<file path="src/rtl/muls_x3y3_pkg.sv">
// Shared constants for the 3x3 signed sequential multiplier tile:
// operand/product widths, pad-frame bit positions and FSM encoding.
package muls_x3y3_pkg;

    localparam int X_WIDTH = 3;
    localparam int Y_WIDTH = 3;
    localparam int P_WIDTH = 6;

    localparam int I_CLK   = 0;
    localparam int I_RST   = 1;
    localparam int I_X     = 2;
    localparam int I_Y     = 5;
    localparam int O_P     = 0;
    localparam int O_SIGN  = 6;
    localparam int O_READY = 7;

    localparam logic [1:0] ST_LOAD = 2'd0;
    localparam logic [1:0] ST_RUN  = 2'd1;
    localparam logic [1:0] ST_DONE = 2'd2;

    typedef logic [P_WIDTH-1:0] prod_t;

    // Sign-extend the multiplicand to the accumulator width.
    function automatic prod_t sext_x(input logic [X_WIDTH-1:0] v);
        return {{(P_WIDTH - X_WIDTH){v[X_WIDTH-1]}}, v};
    endfunction

endpackage

</file>
<file path="src/rtl/muls_x3y3_full_adder.sv">
// One-bit full adder; a chain of these forms the accumulator adder.
module full_adder (
    input  logic a,
    input  logic b,
    input  logic ci,
    output logic s,
    output logic co
);

    assign s  = a ^ b ^ ci;
    assign co = (a & b) | (ci & (a ^ b));

endmodule

</file>
<file path="src/rtl/muls_x3y3.sv">
// Sequential signed 3x3 multiplier behind an 8-in/8-out pad frame.
// LOAD -> RUN x3 (shift-add, last step subtracts) -> DONE, one result per 5 cycles.
module muls_x3y3
    import muls_x3y3_pkg::*;
(
    input  logic [7:0] io_in,
    output logic [7:0] io_out
);

    logic               clk;
    logic               srst;
    logic [X_WIDTH-1:0] x;
    logic [Y_WIDTH-1:0] y;

    assign clk  = io_in[I_CLK];
    assign srst = io_in[I_RST];
    assign x    = io_in[I_X +: X_WIDTH];
    assign y    = io_in[I_Y +: Y_WIDTH];

    logic [1:0]         state_reg, state_next;
    logic [X_WIDTH-1:0] x_reg, x_next;
    logic [Y_WIDTH-1:0] y_reg, y_next;
    logic [P_WIDTH-1:0] acc_reg, acc_next;
    logic [1:0]         cnt_reg, cnt_next;
    logic [P_WIDTH-1:0] p_reg, p_next;
    logic               s_reg, s_next;
    logic               rdy_reg, rdy_next;

    logic               y_bit;
    logic               sub;
    logic [P_WIDTH-1:0] shifted;
    logic [P_WIDTH-1:0] addend;
    logic [P_WIDTH-1:0] b_vec;
    logic [P_WIDTH-1:0] sum;
    logic [P_WIDTH-1:0] carry;
    logic               msb_co_unused;

    // The MSB of y carries negative weight, so the last step subtracts.
    always_comb begin
        y_bit = 1'b0;
        case (cnt_reg)
            2'd0:    y_bit = y_reg[0];
            2'd1:    y_bit = y_reg[1];
            default: y_bit = y_reg[2];
        endcase
        sub     = (cnt_reg == 2'd2);
        shifted = sext_x(x_reg) << cnt_reg;
        addend  = y_bit ? shifted : '0;
        b_vec   = addend ^ {P_WIDTH{sub}};
    end

    assign carry[0] = sub;

    generate
        for (genvar gi = 0; gi < P_WIDTH; gi++) begin : g_fa
            if (gi == P_WIDTH - 1) begin : g_msb
                full_adder u_fa (
                    .a  (acc_reg[gi]),
                    .b  (b_vec[gi]),
                    .ci (carry[gi]),
                    .s  (sum[gi]),
                    .co (msb_co_unused)
                );
            end else begin : g_lsb
                full_adder u_fa (
                    .a  (acc_reg[gi]),
                    .b  (b_vec[gi]),
                    .ci (carry[gi]),
                    .s  (sum[gi]),
                    .co (carry[gi+1])
                );
            end
        end
    endgenerate

    always_comb begin
        state_next = state_reg;
        x_next     = x_reg;
        y_next     = y_reg;
        acc_next   = acc_reg;
        cnt_next   = cnt_reg;
        p_next     = p_reg;
        s_next     = s_reg;
        rdy_next   = 1'b0;
        case (state_reg)
            ST_LOAD: begin
                x_next     = x;
                y_next     = y;
                acc_next   = '0;
                cnt_next   = 2'd0;
                state_next = ST_RUN;
            end
            ST_RUN: begin
                acc_next = sum;
                cnt_next = cnt_reg + 2'd1;
                if (cnt_reg == 2'd2) begin
                    state_next = ST_DONE;
                end
            end
            ST_DONE: begin
                p_next     = acc_reg;
                s_next     = acc_reg[P_WIDTH-1];
                rdy_next   = 1'b1;
                state_next = ST_LOAD;
            end
            default: begin
                state_next = ST_LOAD;
            end
        endcase
    end

    always_ff @(posedge clk) begin
        if (srst) begin
            state_reg <= ST_LOAD;
            x_reg     <= '0;
            y_reg     <= '0;
            acc_reg   <= '0;
            cnt_reg   <= '0;
            p_reg     <= '0;
            s_reg     <= 1'b0;
            rdy_reg   <= 1'b0;
        end else begin
            state_reg <= state_next;
            x_reg     <= x_next;
            y_reg     <= y_next;
            acc_reg   <= acc_next;
            cnt_reg   <= cnt_next;
            p_reg     <= p_next;
            s_reg     <= s_next;
            rdy_reg   <= rdy_next;
        end
    end

    assign io_out[O_P +: P_WIDTH] = p_reg;
    assign io_out[O_SIGN]         = s_reg;
    assign io_out[O_READY]        = rdy_reg;

endmodule

</file>
<file path="config.mk">
export PLATFORM = sky130hd
export DESIGN_NAME = muls_x3y3
export DESIGN_NICKNAME = d
export VERILOG_FILES = /design/src/rtl/muls_x3y3_pkg.sv /design/src/rtl/muls_x3y3_full_adder.sv /design/src/rtl/muls_x3y3.sv
export SDC_FILE = /design/constraint.sdc
export NUM_CORES = 1
export LEC_CHECK = 0
export BUFFER_PORTS_ARGS = -buffer_cell sky130_fd_sc_hd__buf_2
export CELL_PAD_IN_SITES_DETAIL_PLACEMENT = 2
export CELL_PAD_IN_SITES_GLOBAL_PLACEMENT = 2
export CORE_ASPECT_RATIO = 1.25
export CORE_UTILIZATION = 30
export CTS_BUF_LIST = sky130_fd_sc_hd__clkbuf_4 sky130_fd_sc_hd__clkbuf_8
export DETAILED_ROUTE_END_ITERATION = 12
export GPL_TIMING_DRIVEN = 0
export PLACE_DENSITY = 0.75
export REMOVE_ABC_BUFFERS = 1
export SYNTH_ARGS = -nofsm -noshare
export SYNTH_HDL_FRONTEND = slang
export SYNTH_SLANG_ARGS = --single-unit
</file>
<file path="constraint.sdc">
create_clock -name io_in -period 6.4 [get_ports io_in]
set_input_delay 0.32 -clock io_in [delete_from_list [all_inputs] [get_ports io_in]]
set_output_delay 0.32 -clock io_in [all_outputs]
set_load 0.02 [all_outputs]
</file>
Word-level counts from Yosys, hierarchy flattened
Cells that the tools add are included.
W data, S select, Z words.

operators by class
  equality and inequality tests = 5
  shifts and indexed selects = 1
  bitwise logic cells = 28
  muxes and demuxes = 7
  $add $sub $neg = 1
  reductions and logical operators = 3

operator list
  kind                   number
  $pmux W6 S2            1
  $xor A1 B1 Y1          12
  $and A1 B1 Y1          10
  $pmux W2 S2            2
  $mux W6                1
  $shl A6 B2 Y6          1
  $xor A6 B6 Y6          1
  $or A1 B1 Y1           5
  $eq A2 B1 Y1 const B   2
  $eq A2 B2 Y1 const B   2
  $logic_not A2 Y1       2
  $add A2 B1 Y2 const B  1
  $mux W2                1
  $ne A2 B1 Y1 const B   1
  $pmux W1 S2            1
  $reduce_bool A2 Y1     1
  $mux W1                1

storage, ports and cells
  word-level logic and storage cells = 53
  bits of input ports = 8
  output and inout bits = 8
  flip-flop bits (word level) = 24

Longest topological paths before layout
  depth after elaboration = 17
  mapped depth = 16
  depth with buffers taken out = 15

Modules after synthesis
A second synthesis with hierarchy kept.

second synthesis, totals
  cell total of the unflattened synthesis = 132
  area, all modules = 1179.9 um^2

modules (own cells, without submodules)
  module      area an instance (um^2)  cells an instance  times used
  muls_x3y3   1059.8                   126                1
  full_adder  20.0                     1                  6

Least setup slack after synthesis
No wires, ideal clock.

  path kind = reg-to-reg
  from = register cnt_reg[0]
  to = register acc_reg[5]
  required time = 6.279 ns
  arrival time = 3.411 ns
  stages on the path, launching flop included = 17
  setup time = 0.121 ns
  path slack = 2.868 ns
  cells stage by stage = dfxtp_1 buf_4 inv_1 ha_1 nor3b_4 nor2_4 nor4b_4 mux2i_1 fa_1 inv_1 fa_1 fa_1 fa_1 xor2_1 xnor2_1 xnor2_1 o22ai_1

on the way
  longest elaborated chain between the ends = 17
  elaborated cells on any way between the ends = 30
  those cells by class = eq/ne (2); shift (1); mux (3); bitwise (23); reduce/logical (1)

RTL lines
  element                                                  line                        text
  from (decl)                                              muls_x3y3.sv:24             logic [1:0] cnt_reg, cnt_next;
  from (signal assigned)                                   muls_x3y3.sv:127            cnt_reg <= cnt_next;
  $eq A2 B1 Y1 / $logic_not A2 Y1 (equally long branches)  muls_x3y3.sv:41             case (cnt_reg)
  $pmux W1 S2                                              muls_x3y3.sv:41
  $mux W6                                                  muls_x3y3.sv:48             addend = y_bit ? shifted : '0;
  $xor A6 B6 Y6                                            muls_x3y3.sv:49             b_vec = addend ^ {P_WIDTH{sub}};
  $xor A1 B1 Y1                                            muls_x3y3_full_adder.sv:11  assign co = (a & b) | (ci & (a ^ b));
  $and A1 B1 Y1                                            muls_x3y3_full_adder.sv:11
  $or A1 B1 Y1                                             muls_x3y3_full_adder.sv:11
  $and A1 B1 Y1                                            muls_x3y3_full_adder.sv:11
  $or A1 B1 Y1                                             muls_x3y3_full_adder.sv:11
  $and A1 B1 Y1                                            muls_x3y3_full_adder.sv:11
  $or A1 B1 Y1                                             muls_x3y3_full_adder.sv:11
  $and A1 B1 Y1                                            muls_x3y3_full_adder.sv:11
  $or A1 B1 Y1                                             muls_x3y3_full_adder.sv:11
  $and A1 B1 Y1                                            muls_x3y3_full_adder.sv:11
  $or A1 B1 Y1                                             muls_x3y3_full_adder.sv:11
  $xor A1 B1 Y1 *                                          muls_x3y3_full_adder.sv:10  assign s = a ^ b ^ ci;
  $pmux W6 S2 *                                            muls_x3y3.sv:85             case (state_reg)
  to (signal assigned)                                     muls_x3y3.sv:126            acc_reg <= acc_next;
  to (decl)                                                muls_x3y3.sv:23             logic [P_WIDTH-1:0] acc_reg, acc_next;

Mark *: on every way between the ends. The rest lies on a longest branch, timed or not.
A chain may end at the register's enable or synchronous reset.

Final worst setup path
  from = register cnt_reg[1]
  to = register acc_reg[5]

The elaborated chain is that of the path after synthesis.

==> flow_summary.ini <==
[worst_setup_path]
r2r-end = acc_reg[5]$_SDFFE_PP0P_
cp_slowest_cell = dfxtp_1
cp_top_family = adder cells
critical_path_required_ns = 6.56
crit_path_frequent_cell = fa_1
path_depth = 15
crit_buf_inv = 2
crit_path_max_incr_delay_ns = 0.64
r2r-start = cnt_reg[1]$_SDFFE_PP0P_
worstRegToRegCells = 15
startpoint = cnt_reg[1]$_SDFFE_PP0P_
cp_data_arrival_time_ns = 4.25
start_kind = flop
crit_fanout = 11
worstSetupPathType = reg2reg
endpoint_kind = flop
cp-endpoint = acc_reg[5]$_SDFFE_PP0P_
ff2ff_setup_slack_ns = 2.31
crit_path_cell_trace = inv_1, ha_1, nor3b_4, nor2_4, nor4b_4, mux2i_1, fa_1, inv_1, fa_1, fa_1, fa_1, xor2_1, xnor2_1, xnor2_1, o22ai_1

[finish]
area_growth_pct = 14.6
register_area_um2 = 460
fillCellCount = 446
num_antenna_cells = 0
multi_input_area_um2 = 657
layout_commonest_cell = dfxtp_1
layout-drive-gt1-share = 0.199
final_cell_mix = 23 x dfxtp_1, 19 x nor2_1, 10 x mux2i_1, 10 x nand2_1, 9 x clkbuf_8
fin_cells = 190
fin_util = 0.365
nets = 150

[global_route]
overflow = 0
grt_usage = 0.182
grt_max_degree = 20
grt_pass1_vias = 1282
antenna_found_initial = 0
grt_pass1_wl_mm = 5.08

[route]
ant_nets = 0
wl_per_cell_um = 15.5
wirelength_mm = 2.95
drt_iter0_drc = 23
drc = 0
vias_per_cell = 4.95
via_count = 940
firstDrtPassIters = 3

[synthesis]
synth_top_cell_area_share = 0.379
synth_area_per_cell_um2 = 9.48
yosysUniqueCellTypes = 31
synth_seq_cells = 23
synthCells = 128
netlist_area_mm2 = 0.00121
yosysTopAreaCell = dfxtp_1
synth_area_leaders = dfxtp_1 38%, mux2i_1 8.2%, fa_1 6.6%
yosys_warnings = 0
synth-seq-area-share = 0.379

[place]
port-buffer-count = 8
place.gp.congestion = 0.721
dp_cells = 178
post-dp-hpwl_mm = 1.84

[pwr]
p_per_area_mw_per_mm2 = 370
power_frac_comb = 0
p_leak_nw = 0.552
intPower_mw = 0.344
seq_power_share = 0.311
clockPowerShare = 0.689
p_sw_frac = 0.332
total_power_mw = 0.515
ir_drop_mv = 0.148
switchingPower_mw = 0.171

[clock_tree]
cts_hold_buf = 0
cts_resized = 0
path_clk_slew_ns = 0.08
cts_setup_buffers = 0
clock_latency_ns = 0.26
cts_tree = built

[status]
violations = negative hold slack
status = finished with violations

[floorplan]
fp-row-count = 25
die_h_um = 73.1
die_area_mm2 = 0.00431
coreArea_mm2 = 0.00382
die_x_um = 58.9
start_util = 0.318
pin_count = 16

[timing]
whs_ns = -0.0994
finalHoldViolations = 6
setup_viol = 0
slew_headroom = 0.573
clock.fmax_mhz = 244
period_share = 0.639
final.min_clock_period_ns = 4.09
finalClockSkew_ns = 0.00270
slew_viol_final = 0
tightestPinTransition_ns = 0.640
rsz0062_at_grt = no
final.setup.tns_ns = 0

[job]
cap_viol_max_count = 0

[min_path]
min_path_type = clk2reg
[per-stage QoR]
step           setup WS (ns)  cell area, um2
2_1_floorplan           2.76            1140
3_3_place_gp            2.53            1240
3_5_place_dp            2.42            1240
4_1_cts                 2.28            1390
5_1_grt                 2.05            1390
6_report                2.31            1390
[layout make-up]
class | instances | share of cell area
clock inverter | 1 | 0.00629
sequential | 23 | 0.331
inverter | 5 | 0.0135
timing repair buffer | 8 | 0.0288
tap | 54 | 0.0486
clock buffer | 11 | 0.0998
multi-input combinational | 88 | 0.472
[layer usage]
metal	wire, um	global-route usage
met1	1050	0.131
met2	1560	0.232
met4	91	0.262
met3	251	0.163
met5	0	0
[power groups by stage]
| stage | Sequential (mW) | Clock (mW) | Combinational, mW |
|---|---|---|---|
| final | 0.160 | 0.355 | 0.000000230 |
| after global routing | 0.160 | 0.420 | 0.000000230 |
| after CTS | 0.160 | 0.380 | 0.000000230 |
| after detailed placement | 0.165 | 0.0774 | 0.000000230 |
| after global placement | 0.165 | 0.0774 | 0.000000230 |
| after floorplan | 0.165 | 0.0774 | 0.000000186 |
[cells by family (layout without fill, tap and decap cells)]
group,after synthesis,count (layout),share of synthesized area
adders and majority gates,7,7,0.0969
muxes,10,10,0.0825
buffers and inverters,17,25,0.0794
xor gates and xnor gates,8,8,0.0577
DFF,23,23,0.379
and+or+nand+nor,38,38,0.174
AOI/OAI and AO/OA,25,25,0.130
[synthesized netlist by cell type]
| cell type | instances |
|---|---|
| dfxtp_1 | 23 |
| nor2_1 | 19 |
| mux2i_1 | 10 |
| nand2_1 | 10 |
| a21oi_1 | 7 |
| o21ai_0 | 6 |
| a22oi_1 | 5 |
| inv_1 | 5 |
| xor2_1 | 5 |
| buf_4 | 4 |
| clkbuf_1 | 4 |
| fa_1 | 4 |
| ha_1 | 3 |
| xnor2_1 | 3 |
| buf_2 | 2 |
| buf_6 | 2 |
| o21ai_1 | 2 |
| a211oi_1 | 1 |
| a211oi_2 | 1 |
| a22o_2 | 1 |
| and3_1 | 1 |
| nand2b_1 | 1 |
| nor2_4 | 1 |
| nor2b_1 | 1 |
| nor3_1 | 1 |
| nor3_2 | 1 |
| nor3b_4 | 1 |
| nor4b_2 | 1 |
| nor4b_4 | 1 |
| o22a_1 | 1 |
| o22ai_1 | 1 |
[how the worst min path moves through the flow]
stage	start	endpoint	depth (start not counted)
global route	io_in[7]	y_reg[2]$_SDFFE_PP0P_	2
finish	io_in[7]	y_reg[2]$_SDFFE_PP0P_	2
detailed placement	io_in[1]	x_reg[0]$_SDFFE_PP0P_	1
global placement	io_in[1]	x_reg[0]$_SDFFE_PP0P_	1
floorplan	io_in[1]	x_reg[0]$_SDFFE_PP0P_	1
CTS	io_in[2]	x_reg[0]$_SDFFE_PP0P_	2
Note: power is estimated with default switching activity, not from simulation.
